[config.mk]
export PLATFORM = sky130hd
export DESIGN_NAME = uart_tx
export DESIGN_NICKNAME = d
export VERILOG_FILES = /design/src/rtl/uart_tx.sv
export SDC_FILE = /design/constraint.sdc
export NUM_CORES = 1
export LEC_CHECK = 0
export BUFFER_PORTS_ARGS = -buffer_cell sky130_fd_sc_hd__buf_4
export CORE_MARGIN = 3
export CORE_UTILIZATION = 47
export DETAILED_ROUTE_END_ITERATION = 6
export PLACE_DENSITY_LB_ADDON = 0.05
export SYNTH_ARGS = -nofsm -noshare
export SYNTH_HDL_FRONTEND = slang
export SYNTH_SLANG_ARGS = --single-unit
[constraint.sdc]
create_clock -name clk -period 2.1 [get_ports clk]
set_clock_uncertainty 0.05 [all_clocks]
set_input_delay 0.42 -clock clk [delete_from_list [all_inputs] [get_ports clk]]
set_output_delay 0.42 -clock clk [all_outputs]
set_load 0.03 [all_outputs]
[src/rtl/uart_tx.sv]
// 8051-style UART transmitter: serialises a byte written to SBUF onto txd,
// paced by baud-counter TC pulses; supports sync mode 0 and async modes 1-3.
module uart_tx (
    input  logic       clk,
    input  logic       rst_n,
    input  logic       wr_n,
    input  logic [7:0] AB,
    input  logic [7:0] din,
    input  logic [1:0] SM,
    input  logic       TB8,
    input  logic       TC,
    input  logic       ti_clr,
    output logic       txd,
    output logic       sclk,
    output logic       TEN,
    output logic       TI,
    output logic       busy
);

    localparam int unsigned CNT_W = 4;
    localparam logic [7:0]  SBUF_ADDR = 8'h99;
    localparam logic [CNT_W-1:0] TC_LAST  = CNT_W'(15);
    localparam logic [CNT_W-1:0] BIT_LAST = CNT_W'(7);

    typedef enum logic [2:0] {
        IDLE   = 3'd0,
        START  = 3'd1,
        DATA   = 3'd2,
        BIT9   = 3'd3,
        STOP   = 3'd4,
        SHIFT0 = 3'd5
    } state_t;

    state_t           state_q, state_d;
    logic [7:0]       shift_q, shift_d;
    logic [1:0]       mode_q, mode_d;
    logic             tb8_q, tb8_d;
    logic [CNT_W-1:0] tc_cnt_q, tc_cnt_d;
    logic [CNT_W-1:0] bit_cnt_q, bit_cnt_d;
    logic             txd_d, sclk_d, ten_d, ti_set;
    logic             accept, bit_end;

    assign accept  = !wr_n && (AB == SBUF_ADDR) && (state_q == IDLE);
    assign bit_end = TC && (tc_cnt_q == TC_LAST);
    assign busy    = TEN;

    // State and datapath registers
    always_ff @(posedge clk or negedge rst_n) begin
        if (!rst_n) begin
            state_q   <= IDLE;
            shift_q   <= '0;
            mode_q    <= '0;
            tb8_q     <= 1'b0;
            tc_cnt_q  <= '0;
            bit_cnt_q <= '0;
            txd       <= 1'b1;
            sclk      <= 1'b1;
            TEN       <= 1'b0;
            TI        <= 1'b0;
        end else begin
            state_q   <= state_d;
            shift_q   <= shift_d;
            mode_q    <= mode_d;
            tb8_q     <= tb8_d;
            tc_cnt_q  <= tc_cnt_d;
            bit_cnt_q <= bit_cnt_d;
            txd       <= txd_d;
            sclk      <= sclk_d;
            TEN       <= ten_d;
            TI        <= ti_set | (TI & ~ti_clr);
        end
    end

    // Next-state and datapath update
    always_comb begin
        state_d   = state_q;
        shift_d   = shift_q;
        mode_d    = mode_q;
        tb8_d     = tb8_q;
        tc_cnt_d  = tc_cnt_q;
        bit_cnt_d = bit_cnt_q;
        if (state_q != IDLE && TC) begin
            tc_cnt_d = tc_cnt_q + CNT_W'(1);
        end
        case (state_q)
            IDLE: begin
                if (accept) begin
                    shift_d   = din;
                    mode_d    = SM;
                    tb8_d     = TB8;
                    tc_cnt_d  = '0;
                    bit_cnt_d = '0;
                    state_d   = (SM == 2'd0) ? SHIFT0 : START;
                end
            end
            START: begin
                if (bit_end) state_d = DATA;
            end
            DATA: begin
                if (bit_end) begin
                    shift_d   = {1'b0, shift_q[7:1]};
                    bit_cnt_d = bit_cnt_q + CNT_W'(1);
                    if (bit_cnt_q == BIT_LAST) begin
                        state_d = (mode_q inside {2'd2, 2'd3}) ? BIT9 : STOP;
                    end
                end
            end
            BIT9: begin
                if (bit_end) state_d = STOP;
            end
            STOP: begin
                if (bit_end) state_d = IDLE;
            end
            SHIFT0: begin
                // Second TC of each bit period completes the bit
                if (TC && tc_cnt_q[0]) begin
                    shift_d   = {1'b0, shift_q[7:1]};
                    bit_cnt_d = bit_cnt_q + CNT_W'(1);
                    if (bit_cnt_q == BIT_LAST) state_d = IDLE;
                end
            end
            default: state_d = IDLE;
        endcase
    end

    // Next values of the registered outputs, decoded from the next state
    always_comb begin
        txd_d  = 1'b1;
        sclk_d = 1'b1;
        ten_d  = (state_d != IDLE);
        ti_set = (state_q != IDLE) && (state_d == IDLE);
        case (state_d)
            START:  txd_d = 1'b0;
            DATA:   txd_d = shift_d[0];
            BIT9:   txd_d = tb8_d;
            SHIFT0: begin
                txd_d = shift_d[0];
                if (state_q == SHIFT0) begin
                    sclk_d = TC ? tc_cnt_q[0] : sclk;
                end
            end
            default: txd_d = 1'b1;
        endcase
    end

endmodule

# == Yosys cells after proc, flatten, opt, wreduce, memory -nomap -nowiden ==
# Index checks and enable logic that the tools add are counted.
# totals
rom_bits,0
ff_bits,26
latchBits,0
output_inout_bits,5
mem_bits_rw,0
mem_count,0
in_bits,24
# op_classes
bitwise,3
mul,0
reduce_logical,17
shifts,0
n_lt_le_gt_ge,0
n_eq_ne,18
addsub,2
muxes,28
div,0
# op_table
op,n
3-bit 2-to-1 mux,10
4-bit 2-to-1 mux,6
8-bit 2-to-1 mux,3
8-bit one-hot mux with 3 select lines,1
3-bit one-hot mux with 6 select lines,1
"3-bit by 2-bit == test with 1-bit output, second input constant",4
4-bit one-hot mux with 3 select lines,1
"3-bit == test, second input constant",3
3-bit nonzero test,3
"4-bit by 1-bit adder with 4-bit output, second input constant",2
"8-bit == test, second input constant",1
"3-bit by 1-bit == test with 1-bit output, second input constant",2
1-bit logical AND,6
3-bit zero test,2
"2-bit inequality test, second input constant",3
1-bit 2-to-1 mux,5
"2-bit == test, second input constant",2
"4-bit by 3-bit == test with 1-bit output, second input constant",1
"4-bit == test, second input constant",1
4-bit AND reduction,1
"3-bit inequality test, second input constant",1
1-bit one-hot mux with 3 select lines,1
2-bit zero test,1
2-bit AND reduction,1
6 further kinds,6

# == Longest topological paths before layout ==
# Gate-level depths: netlist of run 1.
# depth
ltp_word,9
depth_mapped,8
ltp_nobuf,8

# == Worst setup path before layout of run 1 ==
# Ideal clock, no wire load.
# synth_path
path_kind,flip-flop to flip-flop
from,register bit_cnt_q[0]
to,register TI
path_stages_with_launch,8
setup_time_ns,0.082
path_buffers,0
path_slack_ns,0.151
arrival_time_ns,1.817
cell_sequence,dfrtp_1 -> ha_1 -> nand3b_1 -> nor2_1 -> o211a_1 -> a221o_1 -> or3_4 -> o22ai_1
# synth_between
elab_chain_len,7
# synth_rtl
element,line,source
"start, declared",39,"logic [CNT_W-1:0] bit_cnt_q, bit_cnt_d;"
"start signal, assigned",66,bit_cnt_q <= bit_cnt_d;
4-bit by 3-bit == test with 1-bit output (*),"103, 119",
"3-bit 2-to-1 mux, on equally long branches","119, 103",
"3-bit 2-to-1 mux, on equally long branches","116, 100",
3-bit one-hot mux with 6 select lines (*),85,case (state_q)
via state_d[2],34,"state_t state_q, state_d;"
3-bit zero test (*),131,ti_set = (state_q != IDLE) && (state_d == IDLE);
1-bit logical AND (*),131,
1-bit OR (*),70,TI <= ti_set | (TI & ~ti_clr);
"end signal, assigned",70,
"end, declared",16,"output logic TI,"
# The timed path passes the listed nets; every way through them passes the cells marked *.
# A chain may end at the register's enable or synchronous reset.

# == Final worst setup path of run 1 ==
# layout_path
from,register tc_cnt_q[0]
to,register TI
# layout_between
elab_chain_len,7
# layout_rtl
element,line,source
"start, declared",38,"logic [CNT_W-1:0] tc_cnt_q, tc_cnt_d;"
"start signal, assigned",65,tc_cnt_q <= tc_cnt_d;
4-bit == test,44,assign bit_end = TC && (tc_cnt_q == TC_LAST);
1-bit logical AND,44,
"3-bit 2-to-1 mux, on equally long branches",-,
3-bit one-hot mux with 6 select lines (*),85,
via state_d[2],34,
3-bit zero test (*),131,
1-bit logical AND (*),131,
1-bit OR (*),70,
# Marks and branches as above.

==> results of run 1 <==
[cells in the final DEF (no fill, tap or decap), drive strengths merged, types with 2 or more instances in the layout]
cell type and count:
nand3b 3, o21ai 6, a21oi 4, a22o 3, a22oi 6, dfrtp 23
nor3 2, nand2 21, inv 7, nor2 9, xor2 3, ha 2
buf 37, o22ai 2, dfstp 2, clkbuf 3, nand3 2, nand4 3
and4 2, or3 3
[area by class of cell]
class                           instances  area share, %
Clock buffer                            3           1.42
Clock inverter                          1          0.316
Inverter                                7           1.66
Multi-Input combinational cell         85           36.4
Sequential cell                        25           39.8
Tap cell                               28           2.21
Timing Repair Buffer                   38           18.2
[registers in the layout, summed over array words and instances (netlist names)]
register and flops:
shift_q 8, txd 1, TI 1, bit_cnt_q 4, state_q 3, tb8_q 1, TEN 1, mode_q 1
tc_cnt_q 4, sclk 1
[per-layer routing]
layer	wire length [µm]	track usage (%)	up-vias	share of wire, %
li1	-	-	515	-
met1	1160	22.3	514	42
met2	1410	30.2	31	51
met3	182	3.39	4	6.5
met4	35	4.64	0	1.3
met5	0	0	-	0
[cells in the mapped netlist, types with 2 or more instances]
| master | instances | area (µm²) |
|---|---|---|
| nand3b_1 | 3 | 22.5 |
| nand2_1 | 21 | 78.8 |
| a21oi_1 | 4 | 20.0 |
| nor2_1 | 9 | 33.8 |
| nand3_1 | 2 | 10.0 |
| dfrtp_1 | 23 | 576 |
| dfstp_2 | 2 | 52.6 |
| or3_1 | 2 | 12.5 |
| buf_4 | 3 | 22.5 |
| clkbuf_1 | 2 | 7.51 |
| a22oi_1 | 6 | 45.0 |
| o21ai_0 | 6 | 30.0 |
| nand4_1 | 3 | 18.8 |
| xor2_1 | 3 | 26.3 |
| ha_1 | 2 | 25.0 |
| and4_1 | 2 | 17.5 |
| a22o_1 | 3 | 26.3 |
| inv_1 | 7 | 26.3 |
[what timing repair did]
action                     4_1_cts  5_1_grt
setup endpoints to repair        1        3
setup buffers                    2        1
hold endpoints to repair        23        0
pin swaps                        0        3
resized for setup                0       12
hold buffers                     1        0
[power breakdown]
part           internal (mW)  switching, mW
Sequential             0.609          0.112
Combinational          0.285          0.330
Clock                 0.0711          0.140
[logic make-up (layout without fill, tap and decap cells)]
group	Yosys count	count (layout)	share of synthesized area, %
compound gates	29	29	16.9
xor+xnor	3	3	2.14
fa+ha+maj	2	2	2.04
buf+inv	13	49	5.51
flops	25	25	51.2
mux	1	1	0.917
simple gates	50	50	21.3
[final timing paths]
check	start	to	slack, ps	cells past startpoint
hold reg to reg	shift_q[2]	shift_q[2]	450	2
min in group asynchronous	rst_n	state_q[2]	470	2
hold / removal	ti_clr	TI	240	2
setup reg to reg	tc_cnt_q[0]	TI	70	7
max in group asynchronous	rst_n	txd	1240	2
setup / recovery	tc_cnt_q[0]	TI	70	7
[stage by stage]
stage / cell area [µm²] / hold slack, ps / setup TNS [ps]
after floorplan: 1230 / 74.4 / 0
final: 1580 / 239 / 0
after global placement: 1480 / 289 / 0
after detailed placement: 1480 / 291 / 0
after global routing: 1580 / 213 / -7.37
after CTS: 1530 / 237 / 0
==> impl_metrics.py, run 1 <==
metrics = {
    "outcome": {
        "status": "completed",
    },
    "yosys": {
        "yosys_warnings": 0,
        "synth.distinct_cells": 38,
        "synth_edf_count": 0,
        "syn_nets": 149,
        "ys_ff_latch": 25,
        "syn_area_per_cell_um2": 9.98,
        "syn_area_um2": 1230,
        "synth_cells": 123,
        "yosysSeqAreaShare_pct": 51.2,
        "synth-async-reset-ratio_pct": 100,
        "synth_flop_cell": "dfrtp_1",
    },
    "worst_setup_path": {
        "crit_type": "flop to flop",
        "worstPathRequired_ps": 2290,
        "crit_fanout": 4,
        "arrival_ps": 2220,
        "cp_slowest_cell": "dfrtp_1",
        "cp-end-kind": "flop",
        "cpPeakStageDelay_ps": 420,
        "startpoint_type": "flop",
        "cp_top_family": "simple AND/OR/NAND/NOR gates",
        "crit_chain": "ha_2 > nand4_1 > nor2_1 > a2111oi_2 > a221o_1 > or3_4 > o22ai_2",
        "crit_buf_inv": 0,
    },
    "placement": {
        "gp_congestion": 0.847,
        "place_ws_ps": 0.878,
        "dpl.hpwl_mm": 2.04,
        "dp_cells": 179,
        "port-buffer-count": 28,
    },
    "cells_and_area": {
        "antennaDiodeCount": 0,
        "fin_nets": 186,
        "regArea_um2": 631,
        "instances_no_fill": 187,
        "drive_above_1_share_pct": 35.8,
        "area_growth_pct": 29.0,
        "fillers": 194,
        "final_util_pct": 67.6,
        "multi_input_area_um2": 576,
    },
    "floorplan": {
        "die_w_um": 57.1,
        "die_h_um": 57.1,
        "num_rows": 17,
        "io_pins": 29,
        "start_util_pct": 52.5,
        "core_um2": 2340,
        "design.die.area_um2": 3260,
    },
    "timing": {
        "timing.final.crit_share_pct": 96.8,
        "setup_viol": 0,
        "final_max_slew_viol_count": 0,
        "tightest_slew_ps": 314,
        "hold_viol_final": 0,
        "fmax_mhz": 492,
        "setup_ws_ps": 67.0,
        "period_minus_slack_ps": 2030,
        "max_slew_margin_pct": 79.1,
    },
    "grt": {
        "grt_max_degree": 26,
        "grt_pass1_vias": 1078,
        "grt_overflow": 0,
        "globalRouteTotalUtil_pct": 17.5,
        "grt_first_pass_wirelength_mm": 4.55,
        "grt_antenna_before_repair": 0,
    },
    "detailed_routing": {
        "wire_per_inst_um": 14.9,
        "drt.antenna.violating_nets": 0,
        "post_drt_via_cell_ratio": 5.69,
        "first_iter_violations": 12,
        "drcViolationCount": 0,
        "drt-pass1-iter-count": 4,
        "drt-total-wl_mm": 2.79,
        "vias": 1064,
    },
    "power": {
        "worst_ir_drop_vdd_mv": 0.636,
        "total_power_mw": 1.55,
        "p_leak_nw": 0.790,
        "power_density_nw_per_um2": 977,
    },
    "cts": {
        "clock_path_buffers": 2,
        "htree_levels": 1,
        "cts_sinks": 25,
        "clock_tree.root_cell": "clkbuf_4",
        "insertion_delay_ps": 310,
        "cts_tree": "yes",
        "cts_made_buffers": 3,
        "cts.clk_slew.worst_paths_ps": 140,
    },
    "hold_path": {
        "hold_path_class": "input port to flop",
    },
    "job": {
        "max-cap-violations": 0,
    },
}
Power figures use the tool's default switching activity.
==> inputs of run 2 (changes only) <==
==> constraint.sdc (replaced) <==
create_clock -name clk -period 2.1 [get_ports clk]
set_clock_uncertainty 0.05 [all_clocks]
set_input_delay 0.21 -clock clk [delete_from_list [all_inputs] [get_ports clk]]
set_output_delay 0.21 -clock clk [all_outputs]
set_load 0.03 [all_outputs]
==> run 2 against run 1 <==
  * Combinational power shrank 2%
  * Sequential share of layout area down 0.67 points
  * Non-clock buffer count increased by 3
  * Flip-flop and latch count unchanged
  * Clock-buffer cell count is 1 higher
  * Routed wire length down 2.0%
  * Power about the same
  * Critical path type unchanged
  * Critical endpoint unchanged
==> impl_metrics.py, run 2 (same netlist as run 1, synthesis figures left out) <==
metrics = {
    "power": {
        "total_power_mw": 1.55,
        "p_leak_nw": 0.805,
        "worst_ir_drop_vdd_mv": 0.629,
        "power_density_nw_per_um2": 963,
    },
    "floorplan": {
        "start_util_pct": 52.5,
        "die_w_um": 57.1,
        "io_pins": 29,
        "die_h_um": 57.1,
        "core_um2": 2340,
        "num_rows": 17,
        "design.die.area_um2": 3260,
    },
    "grt": {
        "grt_first_pass_wirelength_mm": 4.41,
        "globalRouteTotalUtil_pct": 17.1,
        "grt_pass1_vias": 1025,
        "grt_antenna_before_repair": 0,
        "grt_overflow": 0,
        "grt_max_degree": 26,
    },
    "detailed_routing": {
        "first_iter_violations": 21,
        "wire_per_inst_um": 14.4,
        "drt.antenna.violating_nets": 0,
        "post_drt_via_cell_ratio": 5.66,
        "drt-total-wl_mm": 2.74,
        "drt-pass1-iter-count": 4,
        "vias": 1075,
        "drcViolationCount": 0,
    },
    "timing": {
        "max_slew_margin_pct": 78.9,
        "rsz0062_at_grt": "true",
        "fin_tns_setup_ps": 0,
        "period_minus_slack_ps": 2010,
        "setup_viol": 0,
        "hold_viol_final": 0,
        "fmax_mhz": 497,
        "final_max_slew_viol_count": 0,
        "timing.final.crit_share_pct": 95.9,
        "tightest_slew_ps": 317,
        "setup_ws_ps": 86.4,
    },
    "cells_and_area": {
        "final_util_pct": 68.7,
        "largest_register": "shift_q",
        "antennaDiodeCount": 0,
        "layout_common_cells": "buf_4 (39), dfrtp_1 (22), nand2_1 (21)",
        "fin_area_um2": 1610,
        "fin_nets": 189,
        "final_common_cell": "buf_4",
        "drive_above_1_share_pct": 35.2,
        "area_growth_pct": 30.9,
        "largest_reg_flops": 8,
        "reg.largest.list": "shift_q: 8 flops, bit_cnt_q: 4 flops, tc_cnt_q: 4 flops",
    },
    "worst_setup_path": {
        "crit_type": "flop to flop",
        "startpoint_type": "flop",
        "ff2ff_setup_slack_ps": 90,
        "worstPathRequired_ps": 2300,
        "cp-end-kind": "flop",
        "arrival_ps": 2220,
        "crit_fanout": 4,
    },
    "cts": {
        "clock_tree.root_cell": "clkbuf_4",
        "clock_path_buffers": 2,
        "insertion_delay_ps": 320,
        "cts_tree": "yes",
        "cts_sinks": 25,
        "htree_levels": 1,
        "cts_made_buffers": 3,
        "cts.clk_slew.worst_paths_ps": 130,
    },
    "hold_path": {
        "hold_path_class": "input port to flop",
    },
    "placement": {
        "dpl.hpwl_mm": 1.97,
        "place_area_um2": 1480,
        "port-buffer-count": 28,
        "gp_congestion": 0.852,
        "place_ws_ps": 38.2,
    },
    "outcome": {
        "status": "completed",
    },
    "job": {
        "max-cap-violations": 0,
    },
}
-- run 2: report_power, final --
| part | leakage, nW | switching (mW) | internal [mW] |
|---|---|---|---|
| Sequential | 0.321 | 0.122 | 0.607 |
| Clock | 0.0150 | 0.139 | 0.0744 |
| Combinational | 0.469 | 0.317 | 0.288 |
-- run 2: layout make-up --
cell class / instances / area [µm²]
Clock buffer: 4 / 26.3
Inverter: 7 / 26.3
Sequential cell: 25 / 629
Multi-Input combinational cell: 85 / 577
Tap cell: 28 / 35.0
Timing Repair Buffer: 41 / 313
Fill cell: 185 / 733
-- run 2: worst max-delay path, stage by stage, from the launching register on --
cell,delay [ps]
dfrtp_1,430
ha_2,200
nand3b_1,150
nor2_1,60
o211a_1,210
a221o_1,360
or3_4,390
o22ai_2,90
-- run 2: per-stage QoR --
step,hold slack (ps),std cells
after floorplan,-136,123
after global placement,79.1,179
after detailed placement,81.0,179
after CTS,33.5,185
after global routing,48.0,190
final,37.7,190
-- run 2: routing by layer --
metal  track usage, %  vias up  part of all wire (%)
met5                0        -                     0
li1                 -      521                     -
met1             21.3      516                    42
met3             4.07        4                   6.8
met4             8.28        0                   1.6
met2             27.9       34                    49
-- run 2: timing repair --
| action | 4_1_cts | 5_1_grt |
|---|---|---|
| resized for setup | 0 | 11 |
| hold buffers | 2 | 0 |
| endpoints found under the setup margin | 0 | 3 |
| buffers inserted | 0 | 5 |
| hold endpoints to repair | 25 | 0 |
-- run 2: final timing paths --
| path | startpoint | cells after the start | endpoint |
|---|---|---|---|
| hold / removal | SM[1] | 3 | mode_q[1] |
| setup reg to reg | bit_cnt_q[1] | 7 | TI |
| hold reg to reg | shift_q[2] | 2 | shift_q[2] |
| min in group asynchronous | rst_n | 2 | TI |
| max in group asynchronous | rst_n | 2 | txd |
| setup / recovery | bit_cnt_q[1] | 7 | TI |
